File: src/rtl/cpu_pkg.sv
// cpu_pkg: shared constants, request record and rotation helper for the
// register-file write arbiter and the read-port scheduler.
package cpu_pkg;

  // Write requester indices
  localparam logic [1:0] REQ_MOV    = 2'd0;
  localparam logic [1:0] REQ_ALU    = 2'd1;
  localparam logic [1:0] REQ_IMM    = 2'd2;
  localparam int         NUM_WR_REQ = 3;

  // Register file geometry
  localparam int RF_DATA_W = 8;
  localparam int RF_ADDR_W = 3;

  // One requester's write request
  typedef struct packed {
    logic                 valid;
    logic [RF_ADDR_W-1:0] addr;
    logic [RF_DATA_W-1:0] data;
  } wr_req_t;

  // (base + step) mod 3 for base, step in 0..2
  function automatic logic [1:0] rot3(input logic [1:0] base, input logic [1:0] step);
    logic [2:0] sum;
    sum = {1'b0, base} + {1'b0, step};
    if (sum >= 3'd3) begin
      sum = sum - 3'd3;
    end else begin
      sum = sum;
    end
    return sum[1:0];
  endfunction

endpackage

File: src/rtl/regfile_write_arbiter_if.sv
// regfile_write_arbiter_if: request/ready bundle between the three write
// requesters (master side) and the write arbiter (slave side).
interface regfile_write_arbiter_if
  import cpu_pkg::*;
#(
  parameter int ADDR_W = RF_ADDR_W,
  parameter int DATA_W = RF_DATA_W
);

  logic [NUM_WR_REQ-1:0]        req_valid;
  logic [NUM_WR_REQ*ADDR_W-1:0] req_addr;
  logic [NUM_WR_REQ*DATA_W-1:0] req_data;
  logic [NUM_WR_REQ-1:0]        req_ready;

  modport master (
    output req_valid,
    output req_addr,
    output req_data,
    input  req_ready
  );

  modport slave (
    input  req_valid,
    input  req_addr,
    input  req_data,
    output req_ready
  );

endinterface

File: src/rtl/rr_pick3.sv
// rr_pick3: combinational 3-way rotating-priority picker. Searches ptr,
// ptr+1, ptr+2 (mod 3) and returns the first valid requester. A pointer
// value of 3 is treated as 0.
module rr_pick3
  import cpu_pkg::*;
(
  input  logic [1:0] ptr,
  input  logic [2:0] valid,
  output logic [2:0] grant,
  output logic [1:0] grant_idx
);

  logic [1:0] ptr_eff_s;
  logic [1:0] cand_s;
  logic       found_s;

  // Rotating first-valid search producing a one-hot grant and its index
  always_comb begin
    grant     = 3'b000;
    grant_idx = 2'd0;
    found_s   = 1'b0;
    cand_s    = 2'd0;
    if (ptr == 2'd3) begin
      ptr_eff_s = 2'd0;
    end else begin
      ptr_eff_s = ptr;
    end
    for (int k = 0; k < 3; k++) begin
      cand_s = rot3(ptr_eff_s, 2'(k));
      if (!found_s && valid[cand_s]) begin
        found_s   = 1'b1;
        grant_idx = cand_s;
        grant     = 3'b001 << cand_s;
      end else begin
        found_s = found_s;
      end
    end
  end

endmodule

File: src/rtl/regfile_write_arbiter.sv
// regfile_write_arbiter: shares the register-file write port between the
// MOV unit, ALU writeback and load-immediate with round-robin priority,
// registers the winning write, and raises a fetch stall on starvation.
module regfile_write_arbiter
  import cpu_pkg::*;
#(
  parameter int DATA_W   = RF_DATA_W,
  parameter int ADDR_W   = RF_ADDR_W,
  parameter int WAIT_W   = 4,
  parameter int MAX_WAIT = 3
) (
  input  logic                   clk,
  input  logic                   rst,
  input  logic                   enabled,
  input  logic                   flush,
  regfile_write_arbiter_if.slave req_if,
  output logic                   rf_we,
  output logic [ADDR_W-1:0]      rf_waddr,
  output logic [DATA_W-1:0]      rf_wdata,
  output logic                   stall,
  output logic [1:0]             last_grant
);

  logic [1:0]        ptr_r;
  logic [1:0]        last_grant_r;
  logic              rf_we_r;
  logic [ADDR_W-1:0] rf_waddr_r;
  logic [DATA_W-1:0] rf_wdata_r;
  logic              stall_r;
  logic [WAIT_W-1:0] wait_cnt_r [NUM_WR_REQ];

  logic [2:0]        pick_grant_s;
  logic [1:0]        pick_idx_s;
  logic [2:0]        ready_s;
  logic [2:0]        accept_s;
  logic              accept_any_s;
  logic [ADDR_W-1:0] sel_addr_s;
  logic [DATA_W-1:0] sel_data_s;
  logic [WAIT_W-1:0] wait_nxt_s [NUM_WR_REQ];
  logic              starve_s;

  rr_pick3 u_pick (
    .ptr       (ptr_r),
    .valid     (req_if.req_valid),
    .grant     (pick_grant_s),
    .grant_idx (pick_idx_s)
  );

  // Grants are suppressed while disabled, flushing or held in reset
  always_comb begin
    if (enabled && !flush && rst) begin
      ready_s = pick_grant_s;
    end else begin
      ready_s = 3'b000;
    end
    accept_s     = req_if.req_valid & ready_s;
    accept_any_s = |accept_s;
  end

  assign req_if.req_ready = ready_s;

  // Select the address/data of the picked requester
  always_comb begin
    case (pick_idx_s)
      REQ_MOV: begin
        sel_addr_s = req_if.req_addr[0 +: ADDR_W];
        sel_data_s = req_if.req_data[0 +: DATA_W];
      end
      REQ_ALU: begin
        sel_addr_s = req_if.req_addr[ADDR_W +: ADDR_W];
        sel_data_s = req_if.req_data[DATA_W +: DATA_W];
      end
      REQ_IMM: begin
        sel_addr_s = req_if.req_addr[2*ADDR_W +: ADDR_W];
        sel_data_s = req_if.req_data[2*DATA_W +: DATA_W];
      end
      default: begin
        sel_addr_s = req_if.req_addr[0 +: ADDR_W];
        sel_data_s = req_if.req_data[0 +: DATA_W];
      end
    endcase
  end

  // Next wait counts (saturating) and the starvation condition they imply
  always_comb begin
    starve_s = 1'b0;
    for (int i = 0; i < NUM_WR_REQ; i++) begin
      wait_nxt_s[i] = wait_cnt_r[i];
    end
    for (int i = 0; i < NUM_WR_REQ; i++) begin
      if (flush || !req_if.req_valid[i] || accept_s[i]) begin
        wait_nxt_s[i] = {WAIT_W{1'b0}};
      end else if (wait_cnt_r[i] == {WAIT_W{1'b1}}) begin
        wait_nxt_s[i] = wait_cnt_r[i];
      end else begin
        wait_nxt_s[i] = wait_cnt_r[i] + {{(WAIT_W-1){1'b0}}, 1'b1};
      end
      if (wait_nxt_s[i] >= WAIT_W'(MAX_WAIT)) begin
        starve_s = 1'b1;
      end else begin
        starve_s = starve_s;
      end
    end
  end

  // Rotation pointer moves past the winner; flush returns it to MOV
  always_ff @(posedge clk or negedge rst) begin
    if (!rst) begin
      ptr_r        <= 2'd0;
      last_grant_r <= 2'd0;
    end else if (flush) begin
      ptr_r        <= 2'd0;
    end else if (accept_any_s) begin
      ptr_r        <= rot3(pick_idx_s, 2'd1);
      last_grant_r <= pick_idx_s;
    end
  end

  // Registered write port; address/data hold when nothing is accepted
  always_ff @(posedge clk or negedge rst) begin
    if (!rst) begin
      rf_we_r    <= 1'b0;
      rf_waddr_r <= {ADDR_W{1'b0}};
      rf_wdata_r <= {DATA_W{1'b0}};
    end else begin
      rf_we_r <= accept_any_s;
      if (accept_any_s) begin
        rf_waddr_r <= sel_addr_s;
        rf_wdata_r <= sel_data_s;
      end
    end
  end

  // Per-requester wait counters and the registered fetch stall
  always_ff @(posedge clk or negedge rst) begin
    if (!rst) begin
      for (int i = 0; i < NUM_WR_REQ; i++) begin
        wait_cnt_r[i] <= {WAIT_W{1'b0}};
      end
      stall_r <= 1'b0;
    end else begin
      for (int i = 0; i < NUM_WR_REQ; i++) begin
        wait_cnt_r[i] <= wait_nxt_s[i];
      end
      stall_r <= starve_s;
    end
  end

  assign rf_we      = rf_we_r;
  assign rf_waddr   = rf_waddr_r;
  assign rf_wdata   = rf_wdata_r;
  assign stall      = stall_r;
  assign last_grant = last_grant_r;

endmodule

File: src/flat_wrapper.sv
// flat-port wrapper written by rule: the top's interface ports become plain ports
module regfile_write_arbiter_flat import cpu_pkg::*;
#(
  parameter int DATA_W   = RF_DATA_W,
  parameter int ADDR_W   = RF_ADDR_W,
  parameter int WAIT_W   = 4,
  parameter int MAX_WAIT = 3
)
  (clk, rst, enabled, flush, rf_we, rf_waddr, rf_wdata, stall, last_grant, req_if_req_valid, req_if_req_addr, req_if_req_data, req_if_req_ready);
  regfile_write_arbiter_if #(.ADDR_W(ADDR_W), .DATA_W(DATA_W)) req_if_i ();
  input  logic clk;
  input  logic rst;
  input  logic enabled;
  input  logic flush;
  output logic rf_we;
  output logic [ADDR_W-1:0] rf_waddr;
  output logic [DATA_W-1:0] rf_wdata;
  output logic stall;
  output logic [1:0] last_grant;
  input wire logic [$bits(req_if_i.req_valid)-1:0] req_if_req_valid;
  input wire logic [$bits(req_if_i.req_addr)-1:0] req_if_req_addr;
  input wire logic [$bits(req_if_i.req_data)-1:0] req_if_req_data;
  output wire logic [$bits(req_if_i.req_ready)-1:0] req_if_req_ready;
  assign req_if_i.req_valid = req_if_req_valid;
  assign req_if_i.req_addr = req_if_req_addr;
  assign req_if_i.req_data = req_if_req_data;
  assign req_if_req_ready = req_if_i.req_ready;
  regfile_write_arbiter #(.DATA_W(DATA_W), .ADDR_W(ADDR_W), .WAIT_W(WAIT_W), .MAX_WAIT(MAX_WAIT)) u_core (.clk(clk), .rst(rst), .enabled(enabled), .flush(flush), .req_if(req_if_i), .rf_we(rf_we), .rf_waddr(rf_waddr), .rf_wdata(rf_wdata), .stall(stall), .last_grant(last_grant));
endmodule
File: config.mk
export PLATFORM = sky130hd
export DESIGN_NAME = regfile_write_arbiter_flat
export DESIGN_NICKNAME = d
export VERILOG_FILES = /design/src/rtl/cpu_pkg.sv /design/src/rtl/regfile_write_arbiter_if.sv /design/src/rtl/rr_pick3.sv /design/src/rtl/regfile_write_arbiter.sv /design/src/flat_wrapper.sv
export SDC_FILE = /design/constraint.sdc
export NUM_CORES = 1
export LEC_CHECK = 0
export BUFFER_PORTS_ARGS = -buffer_cell sky130_fd_sc_hd__buf_2
export CAP_MARGIN = 0
export CELL_PAD_IN_SITES_DETAIL_PLACEMENT = 1
export CELL_PAD_IN_SITES_GLOBAL_PLACEMENT = 2
export CORE_ASPECT_RATIO = 0.9
export CORE_MARGIN = 2
export CORE_UTILIZATION = 33
export CTS_CLUSTER_SIZE = 30
export DETAILED_ROUTE_END_ITERATION = 12
export MAX_ROUTING_LAYER = met4
export PLACE_DENSITY_LB_ADDON = 0.1
export SLEW_MARGIN = 10
export SYNTH_ARGS = -nofsm -noshare
export SYNTH_HDL_FRONTEND = slang
export SYNTH_SLANG_ARGS = --single-unit
File: constraint.sdc
create_clock -name clk -period 5.3 [get_ports clk]
set_input_delay 0.53 -clock clk [delete_from_list [all_inputs] [get_ports clk]]
set_output_delay 0.53 -clock clk [all_outputs]
set_load 0.02 [all_outputs]
==> impl_metrics.json <==
{
  "clock_latency_ps": 280,
  "final-hold-violation-count": 0,
  "cts.clk_slew.worst_paths_ps": 70,
  "syn_inst": 204,
  "post-cts-setup-buffers": 0,
  "dp_hpwl_mm": 3.859,
  "grt_pass1_vias": 1833,
  "yosysUniqueCellTypes": 46,
  "synthSimpleGateAreaFrac_pct": 20.09,
  "cp_cell_sequence": "inv_1, ha_1, nor3b_2, nand2_1, and4bb_1, nor4b_2, a211o_1, mux2_2",
  "cp-end-kind": "register",
  "yosysSeqAreaShare_pct": 37.11,
  "ys_ff_latch": 29,
  "vias": 1690,
  "cts.sinks": 29,
  "power_density_nw_per_um2": 387.7,
  "wl_per_cell_um": 15.31,
  "ys_warn_count": 0,
  "required_ps": 5460,
  "dp_slack_ps": 2022,
  "root_buffer": "clkbuf_8",
  "port_buffers": 57,
  "cts_hold_buf": 0,
  "initial_core_util_pct": 34.35,
  "startpoint_type": "register",
  "register_area_um2": 725.7,
  "synthTopCellsByArea": "dfrtp_1 37%, mux2_4 6.9%, ha_1 5.8%",
  "worst_pin_slew_ps": 754.6,
  "diodes": 0,
  "cp_max_fo": 15,
  "most-common-layout-cells": "57 x buf_2, 29 x dfrtp_1, 21 x nor2_1",
  "max_cap_viol_count": 0,
  "status": "finished, final reports clean",
  "fin_crit_ps": 3125,
  "max_stage_delay_ps": 650,
  "synth.avg_cell_area_um2": 9.586,
  "vias_per_cell": 5.106,
  "cts_buffers": 5,
  "dieArea_um2": 6559,
  "synthAdderAreaFrac_pct": 5.758,
  "r2r-start": "u_core.ptr_r[1]",
  "grt_overflow": 0,
  "first_pass_iters": 4,
  "syn_area_um2": 1956,
  "ios": 58,
  "worstSetupPathType": "reg -> reg",
  "synth-edff-count": 0,
  "grt_start_max_net_pins": 32,
  "synth_top_cell_area_share_pct": 37.11,
  "synthFlopType": "dfrtp_1",
  "dr.first_iter.drc_count": 24,
  "core_um2": 5693,
  "skew_ps": 7.513,
  "wl_mm": 5.069,
  "drv_slew": 0,
  "nets": 309,
  "ir_worst_vdd_mv": 0.1637,
  "slowest_stage": "a211o_1",
  "die_x_um": 85.15,
  "rsz0062_at_grt": "no",
  "fill_cells": 680,
  "max_freq_mhz": 320.0,
  "synth_top_area_cell": "dfrtp_1",
  "tns_ps": 0,
  "cp-startpoint": "u_core.ptr_r[1]",
  "cts_buffer_depth": 2,
  "antenna_found_initial": 0,
  "final_util_pct": 42.15,
  "multi_input_area_um2": 1145,
  "ctsHtreeMaxLevel": 2,
  "synth_xor_area_share_pct": 1.344,
  "drcViolationCount": 0,
  "drive_gt1_share_pct": 34.48,
  "arrival_ps": 3280,
  "p_leak_nw": 1.185,
  "rows": 26,
  "r2r_setup_slack_ps": 2180,
  "hold_path.class": "in -> async",
  "setup_viol": 0,
  "max-slew-margin-rel_pct": 49.70,
  "gp_congestion": 0.7932,
  "grt_use_total_pct": 17.18,
  "async_flop_share_pct": 100.0,
  "die_y_um": 77.03,
  "synth_compound_area_share_pct": 19.45,
  "final_common_cell": "buf_2",
  "syn_nets": 253,
  "fin_crit_sh_pct": 58.96,
  "postCtsResizedCells": 0,
  "synth_top_family_by_area": "simple AND/OR/NAND/NOR gates",
  "cts_tree": "yes",
  "worst_slack_ps": 2175,
  "synthToLayoutAreaGrowth_pct": 22.71,
  "synthMuxAreaShare_pct": 11.90,
  "grt_first_pass_wirelength_mm": 8.804,
  "ant_nets": 0
}
-- per-stage QoR --
step | power [mW] | std cells | hold slack [ps] | area, um^2
after floorplan | 0.5516 | 204 | 234.4 | 1956
after global placement | 0.6629 | 323 | 486.7 | 2266
after detailed placement | 0.6670 | 323 | 491.4 | 2266
after CTS | 0.9443 | 331 | 311.2 | 2400
after global routing | 0.9932 | 331 | 339.8 | 2400
final | 0.9304 | 331 | 284.0 | 2400
-- cell usage after synthesis (all sizes together), types with 2 or more instances --
library cell   n
dfrtp         29
nor2          21
nand2         20
mux2          15
o21ai         14
a22oi         12
a21oi         11
ha             9
nand3          8
inv            6
nor2b          6
nor3           6
buf            4
clkbuf         4
nand2b         4
a211oi         3
a21o           3
a31oi          3
and2           3
mux2i          3
xnor2          3
a211o          2
o221ai         2
-- state kept, by name, indices dropped and copies added, names as in the netlist --
register and count:
u_core.last_grant 2, u_core.rf_wdata 8, u_core.rf_waddr 3, u_core.wait_cnt_r 12, u_core.ptr_r 2, u_core.stall 1, u_core.rf_we 1
-- report_power, final --
part | leakage, nW | internal, mW | total, mW | switching (mW)
Sequential | 0.381 | 0.273 | 0.307 | 0.0336
Clock | 0.0681 | 0.187 | 0.270 | 0.0839
Combinational | 0.736 | 0.152 | 0.353 | 0.202
Total | 1.18 | 0.611 | 0.930 | 0.319
-- cell type report --
cell class	count	area share (%)
multi-input combinational	161	47.71
sequential	29	30.24
clock buffer	5	2.868
tap	70	3.650
timing repair buffer	57	11.89
inverter	6	0.9385
clock inverter	3	2.711
-- critical path: cells and delay by family, from the launching register on --
kind / cells / cell delay (ps)
AND/OR/NAND/NOR: 4 / 1030
AO/OA/AOI/OAI: 1 / 650
multiplexers: 1 / 410
flip-flops: 1 / 400
adder cells (fa/ha/maj): 1 / 400
buffers and inverters: 1 / 100
-- worst paths after layout --
| path | end | cells past startpoint |
|---|---|---|
| setup / recovery | u_core.rf_waddr[1] | 8 |
| hold / removal | u_core.last_grant[0] | 1 |
| setup reg to reg | u_core.rf_waddr[1] | 8 |
| hold reg to reg | u_core.rf_wdata[0] | 1 |
| max in group asynchronous | u_core.wait_cnt_r[2] | 1 |
| min in group clk | u_core.rf_wdata[0] | 1 |
-- cells by family after synthesis --
logic type	count (synthesis)
AND/OR/NAND/NOR	76
AO/OA/AOI/OAI	55
flip-flops	29
multiplexers	18
buffers and inverters	14
adder cells (fa/ha/maj)	9
XOR/XNOR	3
-- layer usage --
metal / vias up / track usage [%] / routed length [um]
met5: - / - / 0
met4: 0 / 5.873 / 78
met3: 7 / 3.122 / 233
met2: 45 / 25.08 / 2180
met1: 791 / 23.93 / 2576
li1: 847 / - / -
(Power assumes the default switching activity.)
